--- config.mk ---
export PLATFORM = sky130hd
export DESIGN_NAME = cpu_boot_loader
export DESIGN_NICKNAME = d
export VERILOG_FILES = /design/src/rtl/cpu_boot_loader.sv
export SDC_FILE = /design/constraint.sdc
export NUM_CORES = 1
export LEC_CHECK = 0
export BUFFER_PORTS_ARGS = -buffer_cell sky130_fd_sc_hd__clkbuf_2
export CAP_MARGIN = 0
export CORE_UTILIZATION = 46
export CTS_CLUSTER_DIAMETER = 200
export DETAILED_ROUTE_END_ITERATION = 7
export GPL_ROUTABILITY_DRIVEN = 1
export PLACE_DENSITY = 0.88
export REMOVE_ABC_BUFFERS = 1
export SLEW_MARGIN = 20
export SYNTH_ARGS = -nofsm -noshare
export SYNTH_HDL_FRONTEND = slang
export SYNTH_SLANG_ARGS = --single-unit
--- constraint.sdc ---
create_clock -name clock -period 2.1 [get_ports clock]
set_clock_uncertainty 0.15 [all_clocks]
set_input_delay 0.315 -clock clock [delete_from_list [all_inputs] [get_ports clock]]
set_output_delay 0.315 -clock clock [all_outputs]
set_load 0.1 [all_outputs]
--- src/rtl/cpu_boot_loader.sv ---
// cpu_boot_loader
//
// Boot sequencer for the MIPS CPU. A program arrives as a valid/ready stream
// of instruction words. Each word is written to instruction memory at the next
// sequential word address, starting at 0. After the last word is written, the
// block holds the CPU in reset for RESET_HOLD cycles. It then releases reset
// and raises enable/start together. When the CPU reports halt, the block drops
// enable/start and sets a sticky done flag.
//
// Handshake: a word transfers on a rising clock edge where in_valid and
// in_ready are both high. in_ready is registered and is high only in LOAD.
// in_data is ignored whenever no transfer takes place.
//
// Ports
//   clock, reset       rising-edge clock; asynchronous active-high reset
//   load_req           single-cycle request to load and boot (IDLE/HALTED only)
//   load_count         words to load, sampled with load_req; clamped to 2^ADDR_WIDTH
//   in_valid/in_data   instruction word stream
//   in_ready           loader accepts a word this cycle
//   imem_we/addr/wdata instruction memory write port (single-cycle strobes)
//   cpu_reset          CPU reset, active-high
//   cpu_enable         CPU enable
//   cpu_start          CPU start
//   halt               CPU halt indication (observed in RUN only)
//   busy               high in LOAD and HOLD
//   done               sticky, set on halt, cleared by the next load_req
//   dbg_state          current FSM state encoding
//
// RESET_HOLD must be at least 1.

module cpu_boot_loader #(
    parameter int ADDR_WIDTH = 8,
    parameter int DATA_WIDTH = 32,
    parameter int RESET_HOLD = 4
) (
    input  logic                  clock,
    input  logic                  reset,
    input  logic                  load_req,
    input  logic [ADDR_WIDTH:0]   load_count,
    input  logic                  in_valid,
    input  logic [DATA_WIDTH-1:0] in_data,
    output logic                  in_ready,
    output logic                  imem_we,
    output logic [ADDR_WIDTH-1:0] imem_addr,
    output logic [DATA_WIDTH-1:0] imem_wdata,
    output logic                  cpu_reset,
    output logic                  cpu_enable,
    output logic                  cpu_start,
    input  logic                  halt,
    output logic                  busy,
    output logic                  done,
    output logic [2:0]            dbg_state
);

    typedef enum logic [2:0] {
        S_IDLE   = 3'd0,
        S_LOAD   = 3'd1,
        S_HOLD   = 3'd2,
        S_RUN    = 3'd3,
        S_HALTED = 3'd4
    } state_t;

    localparam int HOLD_W = (RESET_HOLD > 1) ? $clog2(RESET_HOLD) : 1;
    localparam logic [HOLD_W-1:0]   HOLD_LAST = HOLD_W'(RESET_HOLD - 1);
    localparam logic [ADDR_WIDTH:0] CAPACITY  = {1'b1, {ADDR_WIDTH{1'b0}}};
    localparam logic [ADDR_WIDTH:0] CNT_ONE   = {{ADDR_WIDTH{1'b0}}, 1'b1};

    state_t state, state_nx;

    logic [ADDR_WIDTH:0]   word_cnt, word_cnt_nx;   // words accepted so far
    logic [ADDR_WIDTH:0]   word_tgt, word_tgt_nx;   // clamped word count for this load
    logic [HOLD_W-1:0]     hold_cnt, hold_nx;
    logic [ADDR_WIDTH:0]   clamped_count;
    logic [ADDR_WIDTH:0]   word_cnt_inc;
    logic                  handshake;

    logic                  we_nx;
    logic [ADDR_WIDTH-1:0] addr_nx;
    logic [DATA_WIDTH-1:0] wdata_nx;
    logic                  done_nx;
    logic                  ready_nx;
    logic                  busy_nx;
    logic                  creset_nx;
    logic                  run_nx;

    assign clamped_count = (load_count > CAPACITY) ? CAPACITY : load_count;
    assign word_cnt_inc  = word_cnt + CNT_ONE;
    assign handshake     = in_valid && in_ready;
    assign dbg_state     = state;

    // State register
    always_ff @(posedge clock or posedge reset) begin
        if (reset) begin
            state <= S_IDLE;
        end else begin
            state <= state_nx;
        end
    end

    // Next state and next values of all registered outputs and counters
    always_comb begin
        state_nx    = state;
        word_cnt_nx = word_cnt;
        word_tgt_nx = word_tgt;
        hold_nx     = hold_cnt;
        we_nx       = 1'b0;
        addr_nx     = imem_addr;
        wdata_nx    = imem_wdata;
        done_nx     = done;

        case (state)
            S_IDLE, S_HALTED: begin
                if (load_req) begin
                    word_cnt_nx = '0;
                    word_tgt_nx = clamped_count;
                    hold_nx     = '0;
                    done_nx     = 1'b0;
                    // A zero count skips loading and boots the existing image.
                    state_nx    = (clamped_count == '0) ? S_HOLD : S_LOAD;
                end
            end

            S_LOAD: begin
                if (handshake) begin
                    we_nx       = 1'b1;
                    addr_nx     = word_cnt[ADDR_WIDTH-1:0];
                    wdata_nx    = in_data;
                    word_cnt_nx = word_cnt_inc;
                    if (word_cnt_inc == word_tgt) begin
                        state_nx = S_HOLD;
                        hold_nx  = '0;
                    end
                end
            end

            S_HOLD: begin
                // Entered on edge j; RUN is registered on edge j+RESET_HOLD.
                if (hold_cnt == HOLD_LAST) begin
                    state_nx = S_RUN;
                end else begin
                    hold_nx = hold_cnt + 1'b1;
                end
            end

            S_RUN: begin
                if (halt) begin
                    state_nx = S_HALTED;
                    done_nx  = 1'b1;
                end
            end

            default: begin
                state_nx = S_IDLE;
            end
        endcase

        // Level outputs follow the state being entered so they change on the
        // same edge as the state itself.
        ready_nx  = (state_nx == S_LOAD);
        busy_nx   = (state_nx == S_LOAD) || (state_nx == S_HOLD);
        creset_nx = (state_nx == S_IDLE) || (state_nx == S_LOAD) || (state_nx == S_HOLD);
        run_nx    = (state_nx == S_RUN);
    end

    // Registered outputs and counters
    always_ff @(posedge clock or posedge reset) begin
        if (reset) begin
            word_cnt   <= '0;
            word_tgt   <= '0;
            hold_cnt   <= '0;
            in_ready   <= 1'b0;
            imem_we    <= 1'b0;
            imem_addr  <= '0;
            imem_wdata <= '0;
            cpu_reset  <= 1'b1;
            cpu_enable <= 1'b0;
            cpu_start  <= 1'b0;
            busy       <= 1'b0;
            done       <= 1'b0;
        end else begin
            word_cnt   <= word_cnt_nx;
            word_tgt   <= word_tgt_nx;
            hold_cnt   <= hold_nx;
            in_ready   <= ready_nx;
            imem_we    <= we_nx;
            imem_addr  <= addr_nx;
            imem_wdata <= wdata_nx;
            cpu_reset  <= creset_nx;
            cpu_enable <= run_nx;
            cpu_start  <= run_nx;
            busy       <= busy_nx;
            done       <= done_nx;
        end
    end

endmodule

==> summary.txt, run 1 <==
Place
  – Placer congestion estimate: 0.856
  – Sum of net half-perimeters after detailed placement: 4720 um
  – Port-buffer cells: 95

Timing
  – Final setup fails: 5
  – Unrepaired setup endpoints after global routing: yes
  – Total negative slack: -0.291 ns
  – Max-Slew Margin vs Limit: 62.7%
  – Fin worst setup slack: -0.0797 ns
  – Number of slew-limit violations in the final report: 0
  – Post-layout min period: 2.18 ns
  – Number of hold violations in the final report: 0
  – Tcrit/Tclk final: 104%
  – Maximum operating frequency: 459 MHz
  – Least-Margin Pin Slew: 0.561 ns

Global route
  – Wire length of the first global-routing pass: 11300 um
  – Vias in the first global route: 2566
  – Remaining global-route overflow: 0
  – Overall global routing resource usage: 20.0%
  – Initial antenna violation count: 0
  – Maximum number of pins on one net before global-route repair: 32

Clocking
  – Setup bufs post-CTS: 0
  – TritonCTS buffer count: 9
  – Maximum root-to-sink buffer count: 2
  – Sinks on the clock net: 69
  – Clk root buf: sky130_fd_sc_hd__clkbuf_8
  – CTS H-tree depth: 3
  – Reg clk slew, reported paths: 0.07 ns
  – Clock latency at the later pin of the worst-skew pair: 0.34 ns
  – TritonCTS clock tree: built

Synthesis
  – Synthesized netlist cell count: 342
  – Synthesized area per cell: 9.00 sq um
  – Number of flip-flops and latches in the synthesized netlist: 69
  – Number of warnings reported in the yosys synthesis log: 0
  – Netlist Area Pre-Place: 0.00308 sq mm
  – Share of the yosys chip area belonging to registers: 56.2%
  – Post-synth cell types: 39

Setup path
  – Critical Path End Type: flip-flop
  – Ordered list of cells on the worst path: ha_2, nand3_2, or3_4, a2111oi_4, o2111ai_2, o21ai_2, a31oi_1
  – Largest stage delay on the critical path: 0.39 ns
  – Maximum fanout encountered on the critical timing path: 4
  – Register-to-register setup slack: -0.08 ns
  – RR Startpoint: word_cnt[0]$_DFFE_PP0P_
  – Startpoint type of the worst setup path: flip-flop
  – Cell with the biggest individual delay on the critical path: sky130_fd_sc_hd__or3_4
  – Top delay family on crit path: compound AO/OA/AOI/OAI gates
  – Data required time of the critical path: 2.16 ns
  – R2R cell count: 7
  – Start-to-end type of the worst setup path: reg2reg
  – Arrival time of the worst setup path: 2.24 ns
  – FF-to-FF End: hold_cnt[0]$_DFFE_PP0P_
  – Critical path startpoint: word_cnt[0]$_DFFE_PP0P_
  – Buf+Inv Stages, Crit Path: 0

Flow run
  – Max-cap violations: 0

Floorplanning
  – Die Outline Area: 0.00702 sq mm
  – Placeable core region: 0.00639 sq mm
  – Starting density of the core: 48.2%
  – Number of top-level design ports: 96
  – Row count: 29
  – X dimension of the die: 83.8 um
  – Vertical die dimension: 83.8 um

Route
  – Via density: 4.95
  – Number of detailed-routing iterations run before antenna repair: 4
  – Remaining design rule violation count: 0
  – Wire length reported by the detailed router: 6470 um
  – Antenna violation net count after detailed routing: 0
  – Mean routed wirelength per cell: 12.1 um
  – Number of DRC markers in iteration 0: 114
  – Total via count after detailed routing: 2652

Worst hold path
  – Min-Delay Endpoint: imem_wdata[9]$_DFFE_PP0P_
  – Count of cells along the worst hold path: 3
  – Launch instance of the worst min-delay path: in_data[9]
  – Worst hold-check path type: in2reg

Cells and area
  – Layout cells sized above 1: 30.7%
  – Area added between synthesis and finish: 28.9%
  – Antenna diode count: 0
  – Number of nets at the end of the flow: 502

Outcome
  – Violated checks: negative setup slack
  – Result of the run: finished with violations
-- worst max path at each step --
stage	to	slack, ns	depth (start not counted)
after CTS	hold_cnt[0]$_DFFE_PP0P_	-0.08	7
after global placement	cpu_reset$_DFF_PP1_	-0.06	7
after floorplan	word_cnt[4]$_DFFE_PP0P_	-1.39	6
after detailed placement	hold_cnt[0]$_DFFE_PP0P_	-0.14	7
after global routing	hold_cnt[0]$_DFFE_PP0P_	-0.15	7
final	hold_cnt[0]$_DFFE_PP0P_	-0.08	7
-- sequential cells by signal (all words and copies together) (netlist names) --
register,flops
word_cnt,9
imem_wdata,32
busy,1
imem_we,1
hold_cnt,2
cpu_start,1
word_tgt,9
dbg_state,3
cpu_reset,1
imem_addr,8
in_ready,1
done,1
-- synthesized netlist by cell type --
library cell | number | area, sq um
sky130_fd_sc_hd__and4_1 | 1 | 8.76
sky130_fd_sc_hd__nand3_2 | 2 | 20.0
sky130_fd_sc_hd__nor3b_1 | 2 | 15.0
sky130_fd_sc_hd__and2_1 | 2 | 12.5
sky130_fd_sc_hd__nor4_1 | 2 | 12.5
sky130_fd_sc_hd__nand2_1 | 144 | 541
sky130_fd_sc_hd__o2111ai_2 | 1 | 15.0
sky130_fd_sc_hd__nor3_1 | 1 | 5.00
sky130_fd_sc_hd__buf_4 | 3 | 22.5
sky130_fd_sc_hd__a21oi_1 | 3 | 15.0
sky130_fd_sc_hd__nand4_1 | 1 | 6.26
sky130_fd_sc_hd__clkbuf_1 | 11 | 41.3
sky130_fd_sc_hd__nand3b_1 | 1 | 7.51
sky130_fd_sc_hd__nor2_1 | 16 | 60.1
sky130_fd_sc_hd__a2111oi_4 | 1 | 27.5
sky130_fd_sc_hd__nand2b_1 | 11 | 68.8
sky130_fd_sc_hd__o21ai_0 | 2 | 10.0
sky130_fd_sc_hd__o311a_1 | 1 | 10.0
sky130_fd_sc_hd__dfrtp_1 | 68 | 1700
sky130_fd_sc_hd__and3_1 | 4 | 25.0
sky130_fd_sc_hd__xnor2_1 | 8 | 70.1
sky130_fd_sc_hd__dfstp_2 | 1 | 26.3
sky130_fd_sc_hd__a31oi_1 | 3 | 18.8
sky130_fd_sc_hd__o21ai_2 | 2 | 17.5
sky130_fd_sc_hd__and3b_1 | 1 | 8.76
sky130_fd_sc_hd__ha_1 | 2 | 25.0
sky130_fd_sc_hd__a31o_2 | 1 | 8.76
sky130_fd_sc_hd__a211oi_1 | 1 | 7.51
sky130_fd_sc_hd__o41ai_1 | 1 | 8.76
sky130_fd_sc_hd__nand3_1 | 1 | 5.00
sky130_fd_sc_hd__inv_2 | 1 | 3.75
sky130_fd_sc_hd__or3_4 | 1 | 11.3
sky130_fd_sc_hd__o22ai_1 | 1 | 6.26
sky130_fd_sc_hd__inv_1 | 3 | 11.3
sky130_fd_sc_hd__buf_2 | 5 | 25.0
sky130_fd_sc_hd__mux2i_1 | 3 | 30.0
sky130_fd_sc_hd__xor2_1 | 4 | 35.0
sky130_fd_sc_hd__o31ai_1 | 1 | 7.51
sky130_fd_sc_hd__o21ai_1 | 25 | 125
-- cells in the final DEF (no fill, tap or decap), types with 4 or more instances in the layout --
cell type                       Yosys  routed
sky130_fd_sc_hd__clkbuf_8           0      11
sky130_fd_sc_hd__nand2b_1          11      11
sky130_fd_sc_hd__clkbuf_2           0      95
sky130_fd_sc_hd__dfrtp_1           68      68
sky130_fd_sc_hd__nand2_1          144     144
sky130_fd_sc_hd__xnor2_1            8       8
sky130_fd_sc_hd__xor2_1             4       4
sky130_fd_sc_hd__and3_1             4       4
sky130_fd_sc_hd__o21ai_1           25      26
sky130_fd_sc_hd__buf_4              3      18
sky130_fd_sc_hd__nor2_1            16      16
sky130_fd_sc_hd__dlygate4sd3_1      0       5
-- through the flow --
step / setup WS [ns] / hold slack (ns) / area (sq um) / cells / util (%)
2_1_floorplan: -1.39 / 0.270 / 2990 / 323 / -
3_3_place_gp: -0.0613 / 0.193 / 3730 / 515 / 58.5
3_5_place_dp: -0.135 / 0.203 / 3730 / 515 / 58.5
4_1_cts: -0.0795 / 0.00342 / 3970 / 536 / 62.1
5_1_grt: -0.147 / 0.0197 / 3970 / 536 / 62.1
6_report: -0.0797 / 0.0194 / 3970 / 536 / 62.1
-- metal layers --
metal | track usage [%] | share of wire (%) | up-vias
met2 | 32.0 | 47 | 96
met5 | 0 | 0 | -
met4 | 11.1 | 2.2 | 0
met1 | 25.7 | 46 | 1218
met3 | 3.96 | 5.4 | 15
li1 | - | - | 1323
-- worst reg2reg max path: cells and delay by family, from the launching register on --
kind | cells | cell delay [ns]
AOI/OAI and AO/OA | 4 | 0.88
adders and majority gates | 1 | 0.20
DFF | 1 | 0.36
and+or+nand+nor | 2 | 0.46
-- timing repair --
| item | in CTS | in global routing |
|---|---|---|
| pin swaps | 9 | 2 |
| gates resized for setup | 2 | 0 |
| endpoints found under the setup margin | 5 | 5 |
| hold endpoints to repair | 25 | 0 |
| hold buffers | 5 | 0 |
-- final cells by class --
| cell class | instances | area, sq um |
|---|---|---|
| clock buffers | 13 | 159 |
| inverters | 4 | 15.0 |
| clock inverters | 3 | 20.0 |
| fillers | 536 | 2420 |
| well taps | 77 | 96.3 |
| repair buffers | 120 | 701 |
| multi-input cells | 250 | 1250 |
| flip-flops and latches | 69 | 1730 |
-- kinds of logic after synthesis --
logic type	Yosys count	synth area share, %
compound gates	43	9.03
xor+xnor	12	3.42
simple gates	190	26.2
fa+ha+maj	2	0.813
mux	3	0.976
buf+inv	23	3.38
flops	69	56.2
Power of run 1 is left out: the tool's default activity adds up to more than one toggle a clock period on the data nets, which glitch-free logic cannot reach.
==> inputs of run 2 (changes only) <==
--- a/config.mk
+++ b/config.mk
@@ -7,12 +7,13 @@
 export LEC_CHECK = 0
 export BUFFER_PORTS_ARGS = -buffer_cell sky130_fd_sc_hd__clkbuf_2
 export CAP_MARGIN = 0
-export CORE_UTILIZATION = 46
+export CELL_PAD_IN_SITES_DETAIL_PLACEMENT = 1
+export CELL_PAD_IN_SITES_GLOBAL_PLACEMENT = 1
+export CORE_UTILIZATION = 34
 export CTS_CLUSTER_DIAMETER = 200
 export DETAILED_ROUTE_END_ITERATION = 7
 export GPL_ROUTABILITY_DRIVEN = 1
 export PLACE_DENSITY = 0.88
-export REMOVE_ABC_BUFFERS = 1
 export SLEW_MARGIN = 20
 export SYNTH_ARGS = -nofsm -noshare
 export SYNTH_HDL_FRONTEND = slang
==> run 2 against run 1 <==
Compared with the run above: the flow still finishes with violations (negative setup slack); setup slack got worse by 0.024 ns; final cell count is 6.3% higher; critical path depth unchanged; first-iteration DRC count down 54%; hold slack worse by 0.0015 ns; largest cell class unchanged; flip-flop and latch count unchanged; via count increased by 4.0%; die area rose by 34%; maximum frequency down 1.1%; clock-buffer cell count down 3; global-route usage decreased by 0.73 points.
==> summary.txt, run 2 (synthesized netlist as in run 1, its figures left out) <==
Floorplanning
  – X dimension of the die: 97.1 um (+16%)
  – Die Outline Area: 0.00943 sq mm (+34%)
  – Vertical die dimension: 97.1 um (+16%)
  – Number of top-level design ports: 96 (unchanged)
  – Starting density of the core: 35.3% (-13 points)
  – Placeable core region: 0.00872 sq mm (+37%)
  – Row count: 34 (+17%)

Place
  – Cell Count Post-Placement: 542 (+5.2%)
  – Placer congestion estimate: 0.792 (-7.5%)
  – DP Area: 0.00377 sq mm (+0.87%)
  – Sum of net half-perimeters after detailed placement: 6020 um (+28%)
  – Port-buffer cells: 95 (unchanged)

Clocking
  – Maximum root-to-sink buffer count: 2 (unchanged)
  – Setup bufs post-CTS: 0 (unchanged)
  – TritonCTS buffer count: 9 (unchanged)
  – Sinks on the clock net: 69 (unchanged)
  – TritonCTS clock tree: built
  – CTS H-tree depth: 3 (unchanged)
  – Clock latency at the later pin of the worst-skew pair: 0.34 ns (about the same)
  – Reg clk slew, reported paths: 0.09 ns (+0.02 ns)
  – Clk root buf: sky130_fd_sc_hd__clkbuf_8

Setup path
  – Startpoint type of the worst setup path: flip-flop
  – Start-to-end type of the worst setup path: reg2reg
  – Register-to-register setup slack: -0.10 ns (-0.02 ns)
  – Maximum fanout encountered on the critical timing path: 4 (unchanged)
  – Data required time of the critical path: 2.16 ns (about the same)
  – Critical Path End Type: flip-flop
  – R2R cell count: 7 (unchanged)
  – Arrival time of the worst setup path: 2.26 ns (+0.02 ns)

Cells and area
  – Filler Cells Inserted: 1071 (+100%)
  – Register name with the most flops: imem_wdata
  – Number of nets at the end of the flow: 505 (+0.60%)
  – Flip-flop count of the largest register after layout: 32 (unchanged)
  – Summed area of non-filler cells in the final layout: 0.00412 sq mm (+3.9%)
  – Top library cells by usage in the layout, fill and taps aside: sky130_fd_sc_hd__nand2_1, sky130_fd_sc_hd__clkbuf_2, sky130_fd_sc_hd__dfrtp_1, sky130_fd_sc_hd__o21ai_1, sky130_fd_sc_hd__nor2_1
  – Number of cells in the finished layout apart from fillers: 570 (+6.3%)
  – Layout cells sized above 1: 31.4% (+0.67 points)
  – Commonest non-fill, non-tap cell in the layout: sky130_fd_sc_hd__nand2_1
  – Area added between synthesis and finish: 34.0%
  – Top flop regs: imem_wdata x32, word_cnt x9, word_tgt x9
  – Antenna diode count: 0 (unchanged)

Timing
  – Number of slew-limit violations in the final report: 0 (unchanged)
  – Number of hold violations in the final report: 0 (unchanged)
  – Post-layout min period: 2.20 ns (+0.0243 ns)
  – Final setup fails: 5 (unchanged)
  – Max-Slew Margin vs Limit: 63.2% (+0.41 points)
  – Tcrit/Tclk final: 105% (+1.2 points)
  – Maximum operating frequency: 454 MHz (-1.1%)
  – Least-Margin Pin Slew: 0.555 ns (-0.00623 ns)
  – Unrepaired setup endpoints after global routing: yes
  – Fin worst setup slack: -0.104 ns (-0.0243 ns)

Synthesis
  – Total nets after synthesis: 390

Route
  – Mean routed wirelength per cell: 14.8 um (+22%)
  – Antenna violation net count after detailed routing: 0 (unchanged)
  – Number of detailed-routing iterations run before antenna repair: 4 (unchanged)
  – Number of DRC markers in iteration 0: 53 (-54%)
  – Wire length reported by the detailed router: 8420 um (+30%)
  – Total via count after detailed routing: 2758 (+4.0%)
  – Remaining design rule violation count: 0 (unchanged)
  – Via density: 4.84 (-2.2%)

Outcome
  – Violated checks: negative setup slack
  – Result of the run: finished with violations

Worst hold path
  – Worst hold-check path type: in2reg
  – Count of cells along the worst hold path: 3 (unchanged)

Global route
  – Maximum number of pins on one net before global-route repair: 70 (+120%)
  – Vias in the first global route: 3014 (+17%)
  – Remaining global-route overflow: 0 (unchanged)
  – Initial antenna violation count: 0 (unchanged)
  – Overall global routing resource usage: 19.3% (-0.73 points)
  – Wire length of the first global-routing pass: 14500 um (+29%)

Flow run
  – Max-cap violations: 0 (unchanged)
## run 2: changes by cell type in the layout (fill, tap and decap cells not counted), sizes merged
cell         previous run  this run
dlygate4sd3             5        12
buf                    20        16
clkbuf                108       105
bufinv                  0         2
clkinv                  1         2
## run 2: through the flow
step / utilization [%] / hold slack [ns] / setup TNS, ns / setup WS [ns]
2_1_floorplan: - / 0.270 / 0 / 0.00403
3_3_place_gp: 43.2 / 0.286 / -0.0301 / -0.0179
3_5_place_dp: 43.2 / 0.290 / -0.463 / -0.125
4_1_cts: 47.1 / 0.00161 / -0.537 / -0.128
5_1_grt: 47.3 / 0.000355 / -0.912 / -0.205
6_report: 47.3 / 0.0178 / -0.358 / -0.104
## run 2: metal layers
metal	vias to the layer above	track usage, %	routed length [um]
met5	-	0	0
met4	0	5.17	74
met3	7	5.04	392
met2	72	35.0	4370
met1	1354	22.5	3580
li1	1325	-	-
## run 2: layout make-up
| class | count | area (sq um) | area share, % |
|---|---|---|---|
| inverter | 4 | 18.8 | 0.455 |
| tap | 108 | 135 | 3.28 |
| timing repair buffer | 123 | 728 | 17.7 |
| multi-input combinational | 250 | 1270 | 30.9 |
| clock inverter | 6 | 93.8 | 2.28 |
| sequential | 69 | 1740 | 42.1 |
| clock buffer | 10 | 138 | 3.34 |
## run 2: timing repair
action	4_1_cts	5_1_grt
hold buffers	11	1
pin swaps	4	3
endpoints found under the hold margin	78	1
setup endpoints to repair	5	6
gates resized for setup	0	1
## run 2: critical path, cell delays in order, from the launching register on
cell and delay, ns:
sky130_fd_sc_hd__dfrtp_1 0.40, sky130_fd_sc_hd__ha_4 0.17, sky130_fd_sc_hd__nand3_4 0.09, sky130_fd_sc_hd__or3_4 0.39, sky130_fd_sc_hd__a2111oi_4 0.30, sky130_fd_sc_hd__o2111ai_2 0.21
sky130_fd_sc_hd__o21ai_2 0.25, sky130_fd_sc_hd__a31oi_1 0.11
## run 2: final timing paths
kind,start,endpoint
min in group asynchronous,reset,imem_wdata[8]$_DFFE_PP0P_
min reg2reg,imem_addr[7]$_DFFE_PP0P_,imem_addr[7]$_DFFE_PP0P_
max,word_cnt[1]$_DFFE_PP0P_,hold_cnt[0]$_DFFE_PP0P_
min,in_data[6],imem_wdata[6]$_DFFE_PP0P_
max reg2reg,word_cnt[1]$_DFFE_PP0P_,hold_cnt[0]$_DFFE_PP0P_
max in group asynchronous,reset,cpu_reset$_DFF_PP1_
Power of run 2 is left out for the same reason.
